File: config.mk
export PLATFORM = sky130hd
export DESIGN_NAME = jam_cost_server_flat
export DESIGN_NICKNAME = d
export VERILOG_FILES = /design/src/rtl/jam_cost_server_if.sv /design/src/rtl/jam_cost_server.sv /design/src/flat_wrapper.sv
export SDC_FILE = /design/constraint.sdc
export NUM_CORES = 1
export LEC_CHECK = 0
export CORE_MARGIN = 10
export CORE_UTILIZATION = 60
export DETAILED_ROUTE_END_ITERATION = 7
export PLACE_DENSITY = 0.81
export SLEW_MARGIN = 30
export SYNTH_ARGS = -nofsm -noshare
export SYNTH_HDL_FRONTEND = slang
export SYNTH_SLANG_ARGS = --single-unit
export TNS_END_PERCENT = 100
File: constraint.sdc
create_clock -name CLK -period 3.3 [get_ports CLK]
set_clock_uncertainty 0.2 [all_clocks]
set_input_delay 0.825 -clock CLK [delete_from_list [all_inputs] [get_ports CLK]]
set_output_delay 0.825 -clock CLK [all_outputs]
set_load 0.1 [all_outputs]
File: src/rtl/jam_cost_server_if.sv
// Bus bundle for jam_cost_server: cost-table load stream, solver lookup port and result capture.
// The JAM_SRV_CHECK_EN macro adds the expected-result inputs and the pass/fail flags.
interface jam_cost_server_if;
    logic       load_valid;
    logic       load_ready;
    logic [6:0] load_data;
    logic [2:0] W;
    logic [2:0] J;
    logic [6:0] Cost;
    logic       Valid;
    logic [9:0] MinCost;
    logic [3:0] MatchCount;
    logic [9:0] res_min;
    logic [3:0] res_cnt;
    logic       done;
    logic       timeout;
`ifdef JAM_SRV_CHECK_EN
    logic [9:0] exp_min;
    logic [3:0] exp_cnt;
    logic       pass;
    logic       fail;

    modport master (
        output load_valid, load_data, W, J, Valid, MinCost, MatchCount, exp_min, exp_cnt,
        input  load_ready, Cost, res_min, res_cnt, done, timeout, pass, fail
    );
    modport slave (
        input  load_valid, load_data, W, J, Valid, MinCost, MatchCount, exp_min, exp_cnt,
        output load_ready, Cost, res_min, res_cnt, done, timeout, pass, fail
    );
`else
    modport master (
        output load_valid, load_data, W, J, Valid, MinCost, MatchCount,
        input  load_ready, Cost, res_min, res_cnt, done, timeout
    );
    modport slave (
        input  load_valid, load_data, W, J, Valid, MinCost, MatchCount,
        output load_ready, Cost, res_min, res_cnt, done, timeout
    );
`endif
endinterface

File: src/rtl/jam_cost_server.sv
// Holds an 8x8 job-assignment cost table, serves registered lookups to a solver and captures its result.
// Optional JAM_SRV_CHECK_EN compares the captured result against expected values (pass/fail flags).
module jam_cost_server #(
    parameter int unsigned TIMEOUT_CYCLES = 50000
) (
    input  logic            CLK,
    input  logic            RST,
    jam_cost_server_if.slave bus
);
    typedef enum logic [1:0] {LOAD, SERVE, DONE} state_t;

    localparam logic [15:0] LAST_CYC = 16'(TIMEOUT_CYCLES - 1);

    state_t     state;
    state_t     state_nxt;
    logic [5:0] idx;
    logic [15:0] cyc_cnt;
    logic [6:0] mem [64];
    logic [6:0] cost_q;
    logic [9:0] res_min_q;
    logic [3:0] res_cnt_q;
    logic       done_q;
    logic       timeout_q;
    logic       load_ready_c;
    logic       load_fire;
    logic       capture;
    logic       expire;
`ifdef JAM_SRV_CHECK_EN
    logic       pass_q;
    logic       fail_q;
`endif

    always_ff @(posedge CLK or posedge RST) begin
        if (RST) state <= LOAD;
        else     state <= state_nxt;
    end

    // Valid outranks the timeout when both land on the final SERVE cycle.
    always_comb begin
        state_nxt    = state;
        load_ready_c = 1'b0;
        load_fire    = 1'b0;
        capture      = 1'b0;
        expire       = 1'b0;
        case (state)
            LOAD: begin
                load_ready_c = 1'b1;
                load_fire    = bus.load_valid;
                if (load_fire && (idx == 6'd63)) state_nxt = SERVE;
            end
            SERVE: begin
                capture = bus.Valid;
                expire  = !bus.Valid && (cyc_cnt == LAST_CYC);
                if (capture || expire) state_nxt = DONE;
            end
            DONE:    state_nxt = DONE;
            default: state_nxt = LOAD;
        endcase
    end

    // Table storage carries no reset; a fresh load always rewrites every entry.
    always_ff @(posedge CLK) begin
        if (load_fire) mem[idx] <= bus.load_data;
    end

    always_ff @(posedge CLK or posedge RST) begin
        if (RST) begin
            idx       <= '0;
            cyc_cnt   <= '0;
            cost_q    <= '0;
            res_min_q <= '0;
            res_cnt_q <= '0;
            done_q    <= 1'b0;
            timeout_q <= 1'b0;
`ifdef JAM_SRV_CHECK_EN
            pass_q    <= 1'b0;
            fail_q    <= 1'b0;
`endif
        end else begin
            case (state)
                LOAD: begin
                    cost_q  <= '0;
                    cyc_cnt <= '0;
                    if (load_fire) idx <= idx + 6'd1;
                end
                SERVE: begin
                    cost_q  <= mem[{bus.W, bus.J}];
                    cyc_cnt <= cyc_cnt + 16'd1;
                    if (capture) begin
                        res_min_q <= bus.MinCost;
                        res_cnt_q <= bus.MatchCount;
                        done_q    <= 1'b1;
`ifdef JAM_SRV_CHECK_EN
                        if ((bus.MinCost == bus.exp_min) && (bus.MatchCount == bus.exp_cnt))
                            pass_q <= 1'b1;
                        else
                            fail_q <= 1'b1;
`endif
                    end
                    if (expire) begin
                        timeout_q <= 1'b1;
                        done_q    <= 1'b1;
`ifdef JAM_SRV_CHECK_EN
                        fail_q    <= 1'b1;
`endif
                    end
                end
                default: ;
            endcase
        end
    end

    assign bus.load_ready = load_ready_c;
    assign bus.Cost       = cost_q;
    assign bus.res_min    = res_min_q;
    assign bus.res_cnt    = res_cnt_q;
    assign bus.done       = done_q;
    assign bus.timeout    = timeout_q;
`ifdef JAM_SRV_CHECK_EN
    assign bus.pass       = pass_q;
    assign bus.fail       = fail_q;
`endif
endmodule

File: src/flat_wrapper.sv
// flat-port wrapper written by rule: the top's interface ports become plain ports
module jam_cost_server_flat 
#(
    parameter int unsigned TIMEOUT_CYCLES = 50000
)
  (CLK, RST, bus_load_valid, bus_load_data, bus_W, bus_J, bus_Valid, bus_MinCost, bus_MatchCount, bus_load_ready, bus_Cost, bus_res_min, bus_res_cnt, bus_done, bus_timeout);
  jam_cost_server_if bus_i ();
  input  logic CLK;
  input  logic RST;
  input wire logic [$bits(bus_i.load_valid)-1:0] bus_load_valid;
  input wire logic [$bits(bus_i.load_data)-1:0] bus_load_data;
  input wire logic [$bits(bus_i.W)-1:0] bus_W;
  input wire logic [$bits(bus_i.J)-1:0] bus_J;
  input wire logic [$bits(bus_i.Valid)-1:0] bus_Valid;
  input wire logic [$bits(bus_i.MinCost)-1:0] bus_MinCost;
  input wire logic [$bits(bus_i.MatchCount)-1:0] bus_MatchCount;
  output wire logic [$bits(bus_i.load_ready)-1:0] bus_load_ready;
  output wire logic [$bits(bus_i.Cost)-1:0] bus_Cost;
  output wire logic [$bits(bus_i.res_min)-1:0] bus_res_min;
  output wire logic [$bits(bus_i.res_cnt)-1:0] bus_res_cnt;
  output wire logic [$bits(bus_i.done)-1:0] bus_done;
  output wire logic [$bits(bus_i.timeout)-1:0] bus_timeout;
  assign bus_i.load_valid = bus_load_valid;
  assign bus_i.load_data = bus_load_data;
  assign bus_i.W = bus_W;
  assign bus_i.J = bus_J;
  assign bus_i.Valid = bus_Valid;
  assign bus_i.MinCost = bus_MinCost;
  assign bus_i.MatchCount = bus_MatchCount;
  assign bus_load_ready = bus_i.load_ready;
  assign bus_Cost = bus_i.Cost;
  assign bus_res_min = bus_i.res_min;
  assign bus_res_cnt = bus_i.res_cnt;
  assign bus_done = bus_i.done;
  assign bus_timeout = bus_i.timeout;
  jam_cost_server #(.TIMEOUT_CYCLES(TIMEOUT_CYCLES)) u_core (.CLK(CLK), .RST(RST), .bus(bus_i));
endmodule
# Word-level counts from Yosys, hierarchy flattened
# Memory sizes are Yosys's and may differ from the RTL's.
# Index checks and enable logic that the tools add are counted.
# word_totals
out_inout_bits,24
reg_bits,47
input_bits,31
ram_bits,448
mem_count,1
# memory_table
memory,words,width,rd,rd_ports_with_merged_regs,write_ports,line_no,text
u_core.mem,64,7,1,0,1,jam_cost_server.sv:18,logic [6:0] mem [64];
# classes
muxes,13
add_sub_neg,2
eq_ne,6
reduce_logical,12
# op_table
operator,n
16-bit case mux with 2 select lines,1
16-bit by 1-bit adder with 16-bit output (second input constant),1
16-bit equality test (second input constant),1
7-bit case mux with 2 select lines,1
2-bit AND reduction,5
1-bit two-way mux,8
6-bit by 1-bit adder with 6-bit output (second input constant),1
6-bit equality test (second input constant),1
2-bit case mux with 3 select lines,1
2-bit two-way mux,2
2-bit by 1-bit inequality test with 1-bit output (second input constant),2
2-bit nonzero test,2
2-bit by 1-bit equality test with 1-bit output (second input constant),1
2-bit equality test (second input constant),1
1-bit logical AND,2
2-bit zero test,1
1-bit zero test,1
1-bit logical OR,1

# Depth between registers and ports, before layout
# Gate-level depths: netlist (run 1).
# depth
depth_word,5
mapped_depth,8
ltp_nobuf,6

# Worst setup path before layout (run 1)
# No wires, ideal clock.
# synth_path
kind,reg2reg
start,register u_core.state[0]
end,"memory u_core.mem[47][0], enable pin"
required_ns,2.740
synth_period_minus_slack_ns,3.002
path_stages_with_launch,7
path_slack_ns,0.298
t_arrival_ns,2.441
path_buffers,1
cell_sequence,dfrtp_1 > inv_1 > ha_1 > and3_1 > clkbuf_1 > nand3_1 > nor2_1
# synth_via
elab_chain_cells,4
# synth_lines
element,line_no,text
start: declaration,jam_cost_server.sv:14,state_t state;
start signal: assignment,jam_cost_server.sv:35,else state <= state_nxt;
2-bit zero test,jam_cost_server.sv:45,case (state)
1-bit two-way mux,jam_cost_server.sv:45,
1-bit two-way mux,jam_cost_server.sv:63,if (load_fire) mem[idx] <= bus.load_data;
1-bit two-way mux (not written as such),jam_cost_server.sv:63,
end: declaration,jam_cost_server.sv:18,
# Every way passes these cells.

# Worst setup path in the final report (run 1)
# layout_path
start,register u_core.state[1]
end,output bus_load_ready
# layout_via
elab_chain_cells,2
# layout_lines
element,line_no,text
2-bit zero test,jam_cost_server.sv:45,
1-bit two-way mux,jam_cost_server.sv:45,
end: declaration,flat_wrapper.sv:17,output wire logic [$bits(bus_i.load_ready)-1:0] bus_load_ready;
# Every way passes these cells.

==> results.ini, run 1 <==
[power_and_ir_drop]
powerDensity_mw_per_mm2=629
p_total_mw=14.4
p_leak_nw=7.98
ir_drop_mv=0.356

[finish]
final_cells=1658
multi_input_area_mm2=0.00473
nets=1213
design_area_mm2=0.0229
drive_gt1_frac=0.299
diodes=0
area_delta_synth_final_pct=16.3
regArea_mm2=0.0146
fill_cells=1907
post-route-util=0.706

[setup_path]
crit_fanout=7
crit_path_cell_trace=inv_1 -> ha_1 -> buf_4 -> buf_4
crit_top_cell=buf_4
critPathMaxStageDelay_ns=0.38
cp-end-kind=output port
path_class=reg -> out
cp-start-kind=flop
slowest_stage=dfrtp_1
cp.required_ns=2.27
arrival_ns=1.68

[floorplan]
die_w_um=201
core-area_mm2=0.0325
start_util=0.607
die_y_um=201
boundaryPins=55
die-area_mm2=0.0405
rows=66

[placement]
gp_congestion=0.884
portBuffers=54
post-dp-hpwl_um=28100
dp.cells=1571
placed_cell_area_mm2=0.0214
place_ws_ns=0.113

[timing]
relSlewSlack=0.450
final_max_slew_viol_count=0
worst_hold_slack_ns=0.276
fin_ws_ns=0.592
fmax_ghz=0.369
period_share=0.821
setup-tns-final_ns=0
finalHoldViolCount=0
tightest_slew_ns=0.824
fin_crit_ns=2.71
rsz0062_at_grt=false
setup-violations-final=0

[synthesis]
synth_edf_count=448
syn_nets=1051
yosysSeqAreaShare=0.743
ys_ff_latch=495
yosys.area.top_type_share=0.683
async_reset_ff_frac=0.0949
synth_area_leaders=edfxtp_1, mux4_2, dfrtp_1
netlist_area_mm2=0.0197
synthFlopType=edfxtp_1
synth.most_common_cell=edfxtp_1
yosys_warnings=0
yosys.cell_types.count=49
synthTopCellsByCount=edfxtp_1, mux4_2, nor2_1
synthCells=1016
avgSynthCellArea_um2=19.4
synth_area_leader_cell=edfxtp_1

[global_route]
grt_pass1_vias=10827
track_usage=0.221
grt_pass1_wl_um=68100
grt_overflow_total=0
grt_max_degree=65
antenna_found_initial=0

[detailed_routing]
remaining_drc_errors=0
drt_iter0_drc=1460
dr.pass1.iters=6
dr_total_vias=10594
wl_per_cell_um=27.1
viasPerCell=6.39
finalWirelength_um=44900
ant_nets=0

[clock_tree]
clock-root-buffer=clkbuf_16
clock_sinks=495
cts_buffers=47
holdBufCountCts=0
cts.clk_slew.worst_paths_ns=0.06
clk_latency_ns=0.55
cts_tree=done
clock_path_buffers=3
cts_resized=0
htreeDepth=2
cts_setup_buffers=0

[run_status]
status=complete, no violations

[flow_run]
drv_cap=0

[hold_path]
hp-class=reg -> reg

## cells by family after synthesis
family          Yosys count  synth area share
compound gates           90            0.0319
xor+xnor                  7           0.00311
fa+ha+maj                 4           0.00254
buf+inv                  62            0.0172
flops                   495             0.743
mux                     203             0.166
simple gates            155            0.0362
## cells in the final DEF, fill, tap and decap left out, types with 14 or more instances in the layout
| cell | netlist | layout |
|---|---|---|
| a22oi_1 | 14 | 14 |
| buf_4 | 7 | 129 |
| clkbuf_16 | 0 | 49 |
| clkdlybuf4s50_1 | 0 | 20 |
| dfrtp_1 | 47 | 47 |
| edfxtp_1 | 448 | 448 |
| mux2_2 | 51 | 51 |
| mux2i_1 | 60 | 60 |
| mux4_2 | 80 | 80 |
| nand2_1 | 30 | 30 |
| nor2_1 | 71 | 71 |
| o22ai_1 | 14 | 14 |
## layout make-up
cell class	count	share of cell area
flip-flops and latches	495	0.638
inverters	6	0.000983
repair buffers	169	0.0635
clock buffers	60	0.0571
well taps	442	0.0241
clock inverters	27	0.00961
multi-input cells	459	0.206
## path summary, 6_finish.rpt
kind                                    start               endpoint  slack, ns  depth (start not counted)
setup / recovery              u_core.state[1]         bus_load_ready       0.59                          4
setup reg to reg            u_core.cyc_cnt[5]        u_core.state[1]       0.61                          5
hold reg to reg            u_core.bus.timeout     u_core.bus.timeout       0.28                          1
hold / removal             u_core.bus.timeout     u_core.bus.timeout       0.28                          1
max in group asynchronous                 RST     u_core.cyc_cnt[13]       1.70                          3
min in group asynchronous                 RST  u_core.bus.res_cnt[1]       0.56                          2
## flip-flops by register name, summed over array words and instances, names as in the netlist
name / cells
u_core.bus.res_cnt: 4
u_core.bus.timeout: 1
u_core.bus.done: 1
u_core.bus.Cost: 7
u_core.state: 2
u_core.cyc_cnt: 16
u_core.bus.res_min: 10
u_core.idx: 6
u_core.mem: 448
## worst max-delay path, delay by kind of cell (launching register included)
family | cells | cell delay [ns]
DFF | 1 | 0.38
buffers and inverters | 3 | 0.55
adders and majority gates | 1 | 0.20
## where the power goes
group | internal (mW) | total (mW) | switching [mW]
logic | 0.623 | 1.87 | 1.25
clock network | 2.98 | 5.25 | 2.27
registers | 7.12 | 7.29 | 0.171
## layer usage
layer,GRT usage,up-vias,routed length [µm]
met4,0.0644,0,1180
li1,-,4453,-
met3,0.0379,99,4480
met2,0.359,663,22100
met1,0.305,5379,17100
met5,0,-,0
Power figures use the tool's default switching activity.
==> inputs of run 2 (changes only) <==
==> constraint.sdc (replaced) <==
create_clock -name CLK -period 2.7 [get_ports CLK]
set_clock_uncertainty 0.2 [all_clocks]
set_input_delay 0.675 -clock CLK [delete_from_list [all_inputs] [get_ports CLK]]
set_output_delay 0.675 -clock CLK [all_outputs]
set_load 0.1 [all_outputs]
==> run 2 against run 1 <==
  * Critical path depth rose by 4
  * Cell area rose by 1.7%
  * Final cell count rose by 1.8%
  * Critical path type is now in -> reg
==> results.ini, run 2 (same netlist as run 1, synthesis figures left out) <==
[setup_path]
cp.required_ns=2.94
reg2regPathDepth=5
slowest_stage=mux4_2
crit_path_cell_trace=buf_4 -> buf_4 -> buf_4 -> mux4_2 -> mux2_2 -> o22ai_1 -> nor3_1 -> a211o_1
arrival_ns=2.83
path_class=in -> reg
crit_fanout=10
critPathMaxStageDelay_ns=0.52
timing.rr.start=u_core.cyc_cnt[5]
crit_buf_inv=3
crit_top_cell=buf_4
rrSetupSlack_ns=0.21
crit_family=multiplexers
timing.rr.end=u_core.state[1]
cp-end-kind=flop
cp-start-kind=input port

[detailed_routing]
dr.pass1.iters=5
wl_per_cell_um=26.3
viasPerCell=6.30
dr_total_vias=10632
ant_nets=0
remaining_drc_errors=0
finalWirelength_um=44300
drt_iter0_drc=1349

[finish]
fill_cells=1865
regArea_mm2=0.0146
multi_input_area_mm2=0.00474
final_cells=1688
diodes=0
drive_gt1_frac=0.307
regMostFlops=u_core.mem
largest_reg_flops=448
final_common_cell=edfxtp_1
final_cell_mix=edfxtp_1, buf_4, mux4_2
area_delta_synth_final_pct=18.3
nets=1242
post-route-util=0.718

[placement]
dp.cells=1599
post-dp-hpwl_um=27600
gp_congestion=0.876
portBuffers=54

[floorplan]
boundaryPins=55
die_w_um=201
die-area_mm2=0.0405
rows=66
core-area_mm2=0.0325
start_util=0.607
die_y_um=201

[clock_tree]
cts_setup_buffers=0
clock_path_buffers=3
cts_tree=done
clock_sinks=495
htreeDepth=2
cts.clk_slew.worst_paths_ns=0.06
clk_latency_ns=0.56
clock-root-buffer=clkbuf_16
cts_resized=0
cts_buffers=48
holdBufCountCts=0

[power_and_ir_drop]
ir_drop_mv=0.584
powerDensity_mw_per_mm2=774
p_leak_nw=8.19

[global_route]
grt_max_degree=65
grt_pass1_wl_um=67600
grt_pass1_vias=11044
track_usage=0.218
grt_overflow_total=0
antenna_found_initial=1

[timing]
worst_hold_slack_ns=0.250
tightest_slew_ns=0.689
setup-violations-final=0
finalHoldViolCount=0
fin_crit_ns=2.59
fmax_ghz=0.387
final_max_slew_viol_count=0
rsz0062_at_grt=false
relSlewSlack=0.541
period_share=0.958

[flow_run]
drv_cap=0

[run_status]
status=complete, no violations

[hold_path]
hp-class=in -> async

## run 2: final cells by class
class                      instances  area share
clock buffer                      66      0.0571
sequential                       495       0.628
multi-input combinational        459       0.203
timing repair buffer             197      0.0758
inverter                           6    0.000966
tap                              442      0.0237
clock inverter                    23      0.0114
## run 2: worst register-to-register path: stages (launching register included)
cell	delay, ns
dfrtp_1	0.42
or4b_1	0.56
nor4_2	0.53
nor3b_1	0.16
a21oi_1	0.16
mux2_1	0.33
## run 2: report_power, final
part | switching, mW | leakage, nW | internal (mW)
Clock | 2.73 | 0.772 | 4.02
Combinational | 1.53 | 2.75 | 0.836
Sequential | 0.216 | 4.67 | 8.71
## run 2: worst max-delay path by stage
stage,start,to,slack [ns],depth (start not counted)
3_5_place_dp,bus_J[1],u_core.bus.Cost[6],-0.40,8
5_1_grt,bus_J[1],u_core.bus.Cost[6],0.08,8
2_1_floorplan,u_core.state[0],u_core.mem[47][0],0.06,6
3_3_place_gp,bus_J[1],u_core.bus.Cost[6],-0.34,8
4_1_cts,u_core.cyc_cnt[5],u_core.state[1],0.03,5
6_report,bus_J[1],u_core.bus.Cost[6],0.11,8
## run 2: per-stage QoR
stage,area (µm²),power (mW),setup WS (ns),setup TNS (ns)
floorplan,19700,10.5,0.0628,0
global placement,21700,11.3,-0.336,-2.01
detailed placement,21700,11.4,-0.397,-2.42
CTS,23300,18.1,0.0267,0
global route,23300,18.5,0.0760,0
finish,23300,18.0,0.113,0
## run 2: metal layers
metal,global-route usage,routed length (µm),vias up
met5,0,13,-
met4,0.0765,1450,2
met3,0.0411,3660,104
met2,0.356,22200,567
met1,0.289,17000,5442
li1,-,-,4517
